File: src/rtl/fetch_unit_pkg.sv
// rtl/fetch_unit_pkg.sv - shared widths, reset address and fetch state encoding
package fetch_unit_pkg;

  localparam int ADDR_W_DEF = 12;
  localparam int DATA_W_DEF = 8;
  localparam int INS_W_DEF  = 2 * DATA_W_DEF;
  localparam logic [ADDR_W_DEF-1:0] RESET_PC_DEF = 12'h000;

  typedef enum logic [1:0] {
    S_HI   = 2'd0,
    S_LO   = 2'd1,
    S_CAP  = 2'd2,
    S_WAIT = 2'd3
  } fetch_state_t;

endpackage

File: src/rtl/fetch_unit_if.sv
// rtl/fetch_unit_if.sv - program memory port plus instruction handshake toward the core
interface fetch_unit_if
  import fetch_unit_pkg::*;
#(
  parameter int ADDR_W = ADDR_W_DEF,
  parameter int DATA_W = DATA_W_DEF,
  parameter int INS_W  = INS_W_DEF
);

  logic              mem_rd_o;
  logic [ADDR_W-1:0] mem_addr_o;
  logic [DATA_W-1:0] mem_data_i;
  logic              halt_i;
  logic              branch_i;
  logic [ADDR_W-1:0] branch_addr_i;
  logic [INS_W-1:0]  ins_o;
  logic [ADDR_W-1:0] pc_o;
  logic              ins_valid_o;
  logic              ins_ready_i;

  modport master (
    output mem_rd_o, mem_addr_o, ins_o, pc_o, ins_valid_o,
    input  mem_data_i, halt_i, branch_i, branch_addr_i, ins_ready_i
  );

  modport slave (
    input  mem_rd_o, mem_addr_o, ins_o, pc_o, ins_valid_o,
    output mem_data_i, halt_i, branch_i, branch_addr_i, ins_ready_i
  );

endinterface

File: src/rtl/fetch_unit.sv
// rtl/fetch_unit.sv - two-byte big-endian instruction fetch with branch redirect and halt
module fetch_unit
  import fetch_unit_pkg::*;
#(
  parameter int ADDR_W = ADDR_W_DEF,
  parameter int DATA_W = DATA_W_DEF,
  parameter int INS_W  = INS_W_DEF,
  parameter logic [ADDR_W-1:0] RESET_PC = RESET_PC_DEF
) (
  input logic         clk_i,
  input logic         rst_i,
  fetch_unit_if.master bus
);

  localparam logic [ADDR_W-1:0] ONE = ADDR_W'(1);
  localparam logic [ADDR_W-1:0] TWO = ADDR_W'(2);

  fetch_state_t      state_q, state_d;
  logic [ADDR_W-1:0] fpc_q, fpc_d;
  logic [ADDR_W-1:0] pc_q, pc_d;
  logic [DATA_W-1:0] hi_q, hi_d;
  logic [DATA_W-1:0] lo_q, lo_d;
  logic [INS_W-1:0]  ins_q, ins_d;
  logic              valid_q, valid_d;

  logic              free;
  logic              load;
  logic [INS_W-1:0]  load_ins;

  // Memory strobe is purely a function of state; forced quiet while reset is held.
  always_comb begin
    bus.mem_rd_o   = 1'b0;
    bus.mem_addr_o = fpc_q;
    if (rst_i) begin
      bus.mem_addr_o = '0;
    end else begin
      case (state_q)
        S_HI:    bus.mem_rd_o = !bus.halt_i;
        S_LO: begin
          bus.mem_rd_o   = 1'b1;
          bus.mem_addr_o = fpc_q | ONE;
        end
        default: bus.mem_rd_o = 1'b0;
      endcase
    end
  end

  always_comb begin
    state_d  = state_q;
    fpc_d    = fpc_q;
    pc_d     = pc_q;
    hi_d     = hi_q;
    lo_d     = lo_q;
    ins_d    = ins_q;
    valid_d  = valid_q;
    load     = 1'b0;
    load_ins = '0;
    free     = !valid_q || bus.ins_ready_i;

    if (valid_q && bus.ins_ready_i) begin
      valid_d = 1'b0;
    end

    case (state_q)
      S_HI: begin
        if (!bus.halt_i) begin
          state_d = S_LO;
        end
      end
      S_LO: begin
        hi_d    = bus.mem_data_i;
        state_d = S_CAP;
      end
      S_CAP: begin
        if (free) begin
          load     = 1'b1;
          load_ins = {hi_q, bus.mem_data_i};
        end else begin
          lo_d    = bus.mem_data_i;
          state_d = S_WAIT;
        end
      end
      S_WAIT: begin
        if (free) begin
          load     = 1'b1;
          load_ins = {hi_q, lo_q};
        end
      end
      default: state_d = S_HI;
    endcase

    if (load) begin
      ins_d   = load_ins;
      pc_d    = fpc_q;
      valid_d = 1'b1;
      fpc_d   = fpc_q + TWO;
      state_d = S_HI;
    end

    // Redirect wins over everything, including a same-cycle load or transfer.
    if (bus.branch_i) begin
      fpc_d   = bus.branch_addr_i & ~ONE;
      state_d = S_HI;
      valid_d = 1'b0;
    end
  end

  always_ff @(posedge clk_i or posedge rst_i) begin
    if (rst_i) begin
      state_q <= S_HI;
      fpc_q   <= RESET_PC;
      pc_q    <= '0;
      hi_q    <= '0;
      lo_q    <= '0;
      ins_q   <= '0;
      valid_q <= 1'b0;
    end else begin
      state_q <= state_d;
      fpc_q   <= fpc_d;
      pc_q    <= pc_d;
      hi_q    <= hi_d;
      lo_q    <= lo_d;
      ins_q   <= ins_d;
      valid_q <= valid_d;
    end
  end

  assign bus.ins_o       = ins_q;
  assign bus.pc_o        = pc_q;
  assign bus.ins_valid_o = valid_q;

endmodule

File: src/flat_wrapper.sv
// flat-port wrapper written by rule: the top's interface ports become plain ports
module fetch_unit_flat import fetch_unit_pkg::*;
#(
  parameter int ADDR_W = ADDR_W_DEF,
  parameter int DATA_W = DATA_W_DEF,
  parameter int INS_W  = INS_W_DEF,
  parameter logic [ADDR_W-1:0] RESET_PC = RESET_PC_DEF
)
  (clk_i, rst_i, bus_mem_rd_o, bus_mem_addr_o, bus_ins_o, bus_pc_o, bus_ins_valid_o, bus_mem_data_i, bus_halt_i, bus_branch_i, bus_branch_addr_i, bus_ins_ready_i);
  fetch_unit_if #(.ADDR_W(ADDR_W), .DATA_W(DATA_W), .INS_W(INS_W)) bus_i ();
  input logic clk_i;
  input logic rst_i;
  output wire logic [$bits(bus_i.mem_rd_o)-1:0] bus_mem_rd_o;
  output wire logic [$bits(bus_i.mem_addr_o)-1:0] bus_mem_addr_o;
  output wire logic [$bits(bus_i.ins_o)-1:0] bus_ins_o;
  output wire logic [$bits(bus_i.pc_o)-1:0] bus_pc_o;
  output wire logic [$bits(bus_i.ins_valid_o)-1:0] bus_ins_valid_o;
  input wire logic [$bits(bus_i.mem_data_i)-1:0] bus_mem_data_i;
  input wire logic [$bits(bus_i.halt_i)-1:0] bus_halt_i;
  input wire logic [$bits(bus_i.branch_i)-1:0] bus_branch_i;
  input wire logic [$bits(bus_i.branch_addr_i)-1:0] bus_branch_addr_i;
  input wire logic [$bits(bus_i.ins_ready_i)-1:0] bus_ins_ready_i;
  assign bus_mem_rd_o = bus_i.mem_rd_o;
  assign bus_mem_addr_o = bus_i.mem_addr_o;
  assign bus_ins_o = bus_i.ins_o;
  assign bus_pc_o = bus_i.pc_o;
  assign bus_ins_valid_o = bus_i.ins_valid_o;
  assign bus_i.mem_data_i = bus_mem_data_i;
  assign bus_i.halt_i = bus_halt_i;
  assign bus_i.branch_i = bus_branch_i;
  assign bus_i.branch_addr_i = bus_branch_addr_i;
  assign bus_i.ins_ready_i = bus_ins_ready_i;
  fetch_unit #(.ADDR_W(ADDR_W), .DATA_W(DATA_W), .INS_W(INS_W), .RESET_PC(RESET_PC)) u_core (.clk_i(clk_i), .rst_i(rst_i), .bus(bus_i));
endmodule
File: config.mk
export PLATFORM = sky130hd
export DESIGN_NAME = fetch_unit_flat
export DESIGN_NICKNAME = d
export VERILOG_FILES = /design/src/rtl/fetch_unit_pkg.sv /design/src/rtl/fetch_unit_if.sv /design/src/rtl/fetch_unit.sv /design/src/flat_wrapper.sv
export SDC_FILE = /design/constraint.sdc
export NUM_CORES = 1
export LEC_CHECK = 0
export ABC_AREA = 1
export CAP_MARGIN = 30
export CORE_ASPECT_RATIO = 0.7
export CORE_MARGIN = 8
export CORE_UTILIZATION = 30
export DETAILED_ROUTE_END_ITERATION = 6
export PLACE_DENSITY = 0.61
export SLEW_MARGIN = 10
export SYNTH_ARGS = -nofsm -noshare
export SYNTH_HDL_FRONTEND = slang
export SYNTH_SLANG_ARGS = --single-unit
File: constraint.sdc
create_clock -name clk_i -period 3.2 [get_ports clk_i]
set_input_delay 0.8 -clock clk_i [delete_from_list [all_inputs] [get_ports clk_i]]
set_output_delay 0.8 -clock clk_i [all_outputs]
set_load 0.02 [all_outputs]
==> results of run 1 <==
cells by family (layout without fill, tap and decap cells):
family,Yosys count,count (layout)
AO/OA/AOI/OAI,64,64
XOR/XNOR,2,2
adder cells (fa/ha/maj),7,7
buffers and inverters,60,135
flip-flops,57,57
other,1,1
AND/OR/NAND/NOR,148,148
flip-flops by register name, indices dropped and copies added, names as in the netlist:
name and cells:
u_core.lo_q 8, u_core.bus.ins_valid_o 1, u_core.bus.pc_o 11, u_core.bus.ins_o 16, u_core.hi_q 8, u_core.fpc_q 11, u_core.state_q 2
stage by stage:
| step | power [mW] | setup WS (ns) |
|---|---|---|
| 6_report | 3.55 | 0.0956 |
| 2_1_floorplan | 2.04 | 0.450 |
| 4_1_cts | 3.61 | 0.103 |
| 3_3_place_gp | 2.56 | 0.121 |
| 5_1_grt | 3.81 | 0.0770 |
| 3_5_place_dp | 2.58 | 0.107 |
power groups by stage:
stage	logic [mW]	clock network, mW	registers (mW)
after detailed placement	1.44	0	1.14
after global routing	1.59	1.06	1.17
after CTS	1.45	1.03	1.13
final	1.42	1.00	1.13
after global placement	1.43	0	1.13
after floorplan	0.770	0	1.27
routing by layer:
metal	part of all wire, %	track usage, %	up-vias	routed length, um
met5	0	0	-	0
met2	45	18.4	54	3260
met3	6.4	4.34	6	462
met1	47	14.9	1068	3400
met4	1.1	4.84	0	80
li1	-	-	1207	-
tightest hold or removal path, cell delays in order, from the launching register on:
cell and delay [ns]:
dfrtp_1 0.34, nand2_1 0.05, nand2_1 0.05
cell type report:
cell class                      instances  area (sq um)  area share [%]
Timing Repair Buffer                   70           686            17.6
Tap cell                              124           155            3.98
Clock buffer                           11           233            5.98
Inverter                               49           188            4.82
Clock inverter                          5          80.1            2.06
Multi-Input combinational cell        222          1130            28.9
Sequential cell                        57          1430            36.6
path summary, 6_finish.rpt:
kind | slack, ns | endpoint
max reg2reg | 1.18 | u_core.fpc_q[6]$_DFFE_PP0P_
min reg2reg | 0.48 | u_core.lo_q[0]$_DFFE_PP0P_
max in group asynchronous | 1.54 | u_core.bus.ins_o[10]$_DFFE_PP0P_
min | 0.48 | u_core.lo_q[0]$_DFFE_PP0P_
max | 0.1 | bus_mem_rd_o
min in group asynchronous | 1.17 | u_core.fpc_q[3]$_DFFE_PP0P_
cells in the final DEF (no fill, tap or decap), types with 6 or more instances in the layout:
master | Yosys | final
nand2_1 | 93 | 93
clkdlybuf4s50_1 | 0 | 64
dfrtp_1 | 57 | 57
inv_1 | 48 | 47
o21ai_0 | 27 | 27
nor2_1 | 24 | 24
nand3_1 | 20 | 20
o21ai_2 | 14 | 14
o21ai_1 | 10 | 10
a21oi_1 | 9 | 9
clkbuf_16 | 0 | 9
ha_1 | 7 | 7
buf_4 | 1 | 6
==> run_results.csv, run 1 <==
group,metric,value,unit
clock_tree,cts_made_buffers,9,
detailed_routing,avgViaCountPerCell,4.34,
synth,synth_adder_area_share,3.11,%
sta,max_freq,322,MHz
clock_tree,postCtsHoldBufs,0,
layout,num_antenna_cells,0,
sta,drv_slew,0,
setup_path,crit_buf_inv,3,
global_route,grt_pass1_wl,12300,um
sta,skew,0.00519,ns
synth,ys.flop_type,"dfrtp_1",
place,placed_area,0.00358,sq mm
sta,hold_violations,0,
clock_tree,cts_max_path_buffers,2,
pwr,p_leak,1.78,nW
sta,tightestPinTransition,0.944,ns
clock_tree,clkSlewWorstSetupHoldPaths,0.04,ns
clock_tree,postCtsSetupRepairBufs,0,
detailed_routing,drtPass1Iterations,4,
global_route,grt_pass1_vias,2414,
layout,nFillCells,889,
setup_path,slowest_stage,"clkdlybuf4s50_1",
place,finalWeightedCongestion,0.785,
detailed_routing,wire_per_inst,13.4,um
place,dp_cells,522,
min_path,hold_start,"u_core.lo_q[0]$_DFFE_PP0P_",
layout,layoutNonFillerInstCount,538,
synth,synth_most_common_cell,"nand2_1",
pwr,cellPowerDensity,911,mW/mm^2
sta,layout_worst_path_cycle_share,97.0,%
synth,yosys_warnings,0,
detailed_routing,drt_wl_total,7200,um
sta,setup-violations-final,0,
setup_path,critical_path_class,"primary input to primary output",
detailed_routing,drt_drc_violations_left,0,
layout,fin_util,42.8,%
setup_path,startpoint,"rst_i",
status,status,"finished clean",
synth,synth_top_area_share,50.7,%
place,place_hpwl,5220,um
die,pin_count,67,
detailed_routing,drtIter0Drc,154,
synth,syn-mean-instance-area,8.30,sq um
pwr,ir_drop,0.000372,V
pwr,seq_power_share,31.7,%
synth,synthSimpleGateAreaFrac,22.6,%
layout,nets,441,
die,start_util,30.9,%
setup_path,path_common_cell,"clkdlybuf4s50_1",
setup_path,crit_path_cell_trace,"clkdlybuf4s50_1, buf_4, o22ai_1, clkdlybuf4s50_1",
synth,synth_area_leaders,"dfrtp_1 (51%), nand2_1 (12%), inv_1 (6.4%)",
synth,yosys-top-cells-count,"nand2_1 (93), dfrtp_1 (57), inv_1 (48)",
global_route,antenna_found_initial,0,
clock_tree,clock-root-buffer,"clkbuf_16",
die,die_h,97.1,um
sta,fin_tns_setup,0,ns
synth,async_flop_share,100,%
sta,min_period,3.10,ns
setup_path,worstSetupEndpointType,"primary output",
clock_tree,cts.htree.levels,3,
clock_tree,cts_sinks,57,
clock_tree,clk-insertion-delay-late,0.32,ns
synth,ys_ff_latch,57,
setup_path,max_stage_delay,0.63,ns
setup_path,critPathLaunchType,"primary input",
clock_tree,cts_tree,"yes",
pwr,p_sw_share,37.3,%
synth,synth_area,0.00282,sq mm
layout,fin_area,0.00389,sq mm
pwr,clkPwrFrac,28.2,%
run,cap_violations,0,
global_route,grt_max_degree,58,
setup_path,crit_fanout,8,
synth,ys_types,27,
synth,synth_xor_area_share,0.622,%
synth,yosysSeqAreaShare,50.7,%
clock_tree,post_cts_resized,0,
die,coreArea,0.00911,sq mm
setup_path,cp_top_family,"buffers and inverters",
synth,synth_compound_area_share,13.5,%
place,port_buffers,64,
setup_path,crit_cells,4,
setup_path,r2r-start,"u_core.state_q[0]$_DFFE_PP0P_",
die,die_w,132,um
sta,maxSlewHeadroom,37.0,%
global_route,grt_overflow,0,
min_path,worst_hold_path.num_cells,2,
synth,synthMuxAreaShare,0,%
detailed_routing,final_antenna_net_count,0,
synth,synth_edf_count,0,
pwr,internal_power,2.23,mW
detailed_routing,vias,2335,
synth,synth_nets,371,
synth,synth_cells,339,
synth,synth_top_family_by_area,"simple AND/OR/NAND/NOR gates",
min_path,hp-class,"flip-flop to flip-flop",
sta,rsz0062_at_grt,"no",
layout,syn2layout_area_growth,38.3,%
sta,whs,0.477,ns
layout,drive_gt1_share,10.9,%
global_route,track_usage,11.9,%
setup_path,critPathArrivalTime,2.30,ns
synth,yosysTopAreaCell,"dfrtp_1",
setup_path,required,2.40,ns
die,die_area,0.0128,sq mm
setup_path,reg2reg_depth,9,
pwr,combPwrFrac,40.1,%
die,num_rows,29,
pwr,p_switching,1.32,mW
No activity file was read; power rests on OpenSTA's default activity.
==> inputs of run 2 (changes only) <==
Settings changed: GPL_TIMING_DRIVEN from default to 0.
==> run 2 against run 1 <==
Compared with the run above:
- non-clock buffer count grew 7
- via count grew 4.5%
- first-iteration DRC count shrank 27%
- clock power is essentially flat
- combinational power grew 6%
- critical path depth is the same
- die area is the same
- total power grew 3.1%
- worst setup slack lost 0.011 ns
==> run_results.csv, run 2 (synthesis gave the netlist of run 1 again) <==
group,metric,value,unit
status,status,"finished clean",
global_route,grt_overflow,0,
global_route,grt_util_met1,15.5,%
die,start_util,30.9,%
clock_tree,cts_max_path_buffers,2,
global_route,grt_max_degree,36,
die,die_w,132,um
detailed_routing,drt_drc_violations_left,0,
clock_tree,cts.htree.levels,3,
setup_path,critPathLaunchType,"primary input",
clock_tree,clk-insertion-delay-late,0.32,ns
global_route,track_usage,12.3,%
die,die_area,0.0128,sq mm
detailed_routing,avgViaCountPerCell,4.48,
layout,drive_gt1_share,12.4,%
sta,hold_violations,0,
clock_tree,postCtsSetupRepairBufs,0,
clock_tree,postCtsHoldBufs,0,
clock_tree,cts_sinks,57,
pwr,combPwrFrac,40.9,%
min_path,hp-class,"flip-flop to flip-flop",
global_route,grt_pass1_vias,2471,
pwr,seq_power_share,30.8,%
pwr,p_leak,1.89,nW
setup_path,worstSetupEndpointType,"primary output",
detailed_routing,final_antenna_net_count,0,
clock_tree,clkSlewWorstSetupHoldPaths,0.05,ns
sta,fin_ws,0.0848,ns
die,pin_count,67,
setup_path,rrSetupSlack,1.45,ns
global_route,grt_pass1_wl,12600,um
layout,syn2layout_area_growth,42.0,%
sta,setup-violations-final,0,
setup_path,reg2reg_depth,10,
pwr,p_sw_share,38.1,%
sta,rsz0062_at_grt,"no",
pwr,ir_drop,0.000315,V
min_path,worst_hold_path.num_cells,2,
layout,largest_reg_flops,16,
layout,fin_util,43.9,%
min_path,min_to,"u_core.lo_q[0]$_DFFE_PP0P_",
sta,max_freq,321,MHz
detailed_routing,vias,2440,
sta,layout_worst_path_cycle_share,97.4,%
pwr,p_switching,1.39,mW
setup_path,crit_fanout,10,
sta,drv_slew,0,
layout,nets,448,
place,finalWeightedCongestion,0.789,
layout,final_cell_mix,"nand2_1 (93), clkdlybuf4s50_1 (58), dfrtp_1 (57)",
die,num_rows,29,
setup_path,critPathArrivalTime,2.32,ns
global_route,use_met2,19.1,%
setup_path,rr_endpoint,"u_core.bus.ins_o[13]$_DFFE_PP0P_",
die,die_h,97.1,um
detailed_routing,drt_wl_total,7600,um
layout,num_antenna_cells,0,
setup_path,r2r-start,"u_core.state_q[0]$_DFFE_PP0P_",
pwr,cellPowerDensity,914,mW/mm^2
pwr,clkPwrFrac,28.3,%
die,coreArea,0.00911,sq mm
place,port_buffers,64,
global_route,busiest_layer,"met2",
detailed_routing,drtIter0Drc,113,
place,dp_worst_setup_slack,-0.188,ns
global_route,antenna_found_initial,0,
global_route,use_met3,4.24,%
sta,min_period,3.12,ns
clock_tree,cts_tree,"yes",
run,cap_violations,0,
sta,skew,0.00640,ns
place,place_hpwl,5800,um
detailed_routing,drtPass1Iterations,4,
pwr,internal_power,2.26,mW
setup_path,required,2.40,ns
layout,layout_commonest_cell,"nand2_1",
clock_tree,cts_made_buffers,9,
detailed_routing,wire_per_inst,14.0,um
setup_path,critical_path_class,"primary input to primary output",
clock_tree,clock-root-buffer,"clkbuf_16",
min_path,hold_start,"u_core.lo_q[0]$_DFFE_PP0P_",
## run 2: changes by cell type in the layout (fill, tap and decap cells not counted), sizes merged, moves of 2 or more
cell | before | now
clkinv | 1 | 3
clkdlybuf4s50 | 64 | 58
dlymetal6s2s | 0 | 4
buf | 6 | 10
dlygate4sd2 | 0 | 2
## run 2: what timing repair did
action	CTS	global route
resized for setup	3	5
endpoints found under the setup margin	11	8
hold endpoints to repair	0	0
## run 2: critical path: stages
cell and delay [ns]:
clkdlybuf4s50_1 0.52, buf_2 0.25, nor2_1 0.12, clkdlybuf4s50_1 0.62
## run 2: worst max path at each step
stage           from                  to  slack [ns]  depth (start not counted)
5_1_grt        rst_i  bus_mem_addr_o[10]       0.008                          4
2_1_floorplan  rst_i        bus_mem_rd_o        0.45                          3
4_1_cts        rst_i   bus_mem_addr_o[9]        0.01                          4
3_3_place_gp   rst_i        bus_mem_rd_o       -1.17                          5
6_report       rst_i  bus_mem_addr_o[10]        0.08                          4
3_5_place_dp   rst_i        bus_mem_rd_o       -0.19                          6
## run 2: power by group through the flow
| stage | Clock [mW] | Combinational [mW] | Sequential (mW) |
|---|---|---|---|
| finish | 1.03 | 1.50 | 1.13 |
| detailed placement | 0 | 1.52 | 1.14 |
| CTS | 1.05 | 1.52 | 1.13 |
| global route | 1.08 | 1.66 | 1.16 |
| global placement | 0 | 1.49 | 1.13 |
| floorplan | 0 | 0.770 | 1.27 |
## run 2: metal layers
metal	up-vias	wire, um
met5	-	0
li1	1221	-
met1	1155	3570
met2	60	3490
met3	4	514
met4	0	26
## run 2: final cells by class
type / instances / area, sq um
multi-input combinational: 222 / 1130
inverter: 49 / 188
clock inverter: 7 / 103
tap: 124 / 155
fill: 898 / 5110
sequential: 57 / 1430
timing repair buffer: 66 / 696
clock buffer: 9 / 225
buffer: 11 / 80.1
## run 2: metrics by stage
stage	hold WS, ns	instances	setup TNS, ns	cell area, sq um	power [mW]
3_3_place_gp	0.456	527	-2.35	3610	2.62
5_1_grt	0.500	545	0	4000	3.90
6_report	0.481	545	0	4000	3.66
4_1_cts	0.481	545	0	3990	3.70
2_1_floorplan	0.442	339	0	2820	2.04
3_5_place_dp	0.471	529	-1.34	3660	2.66
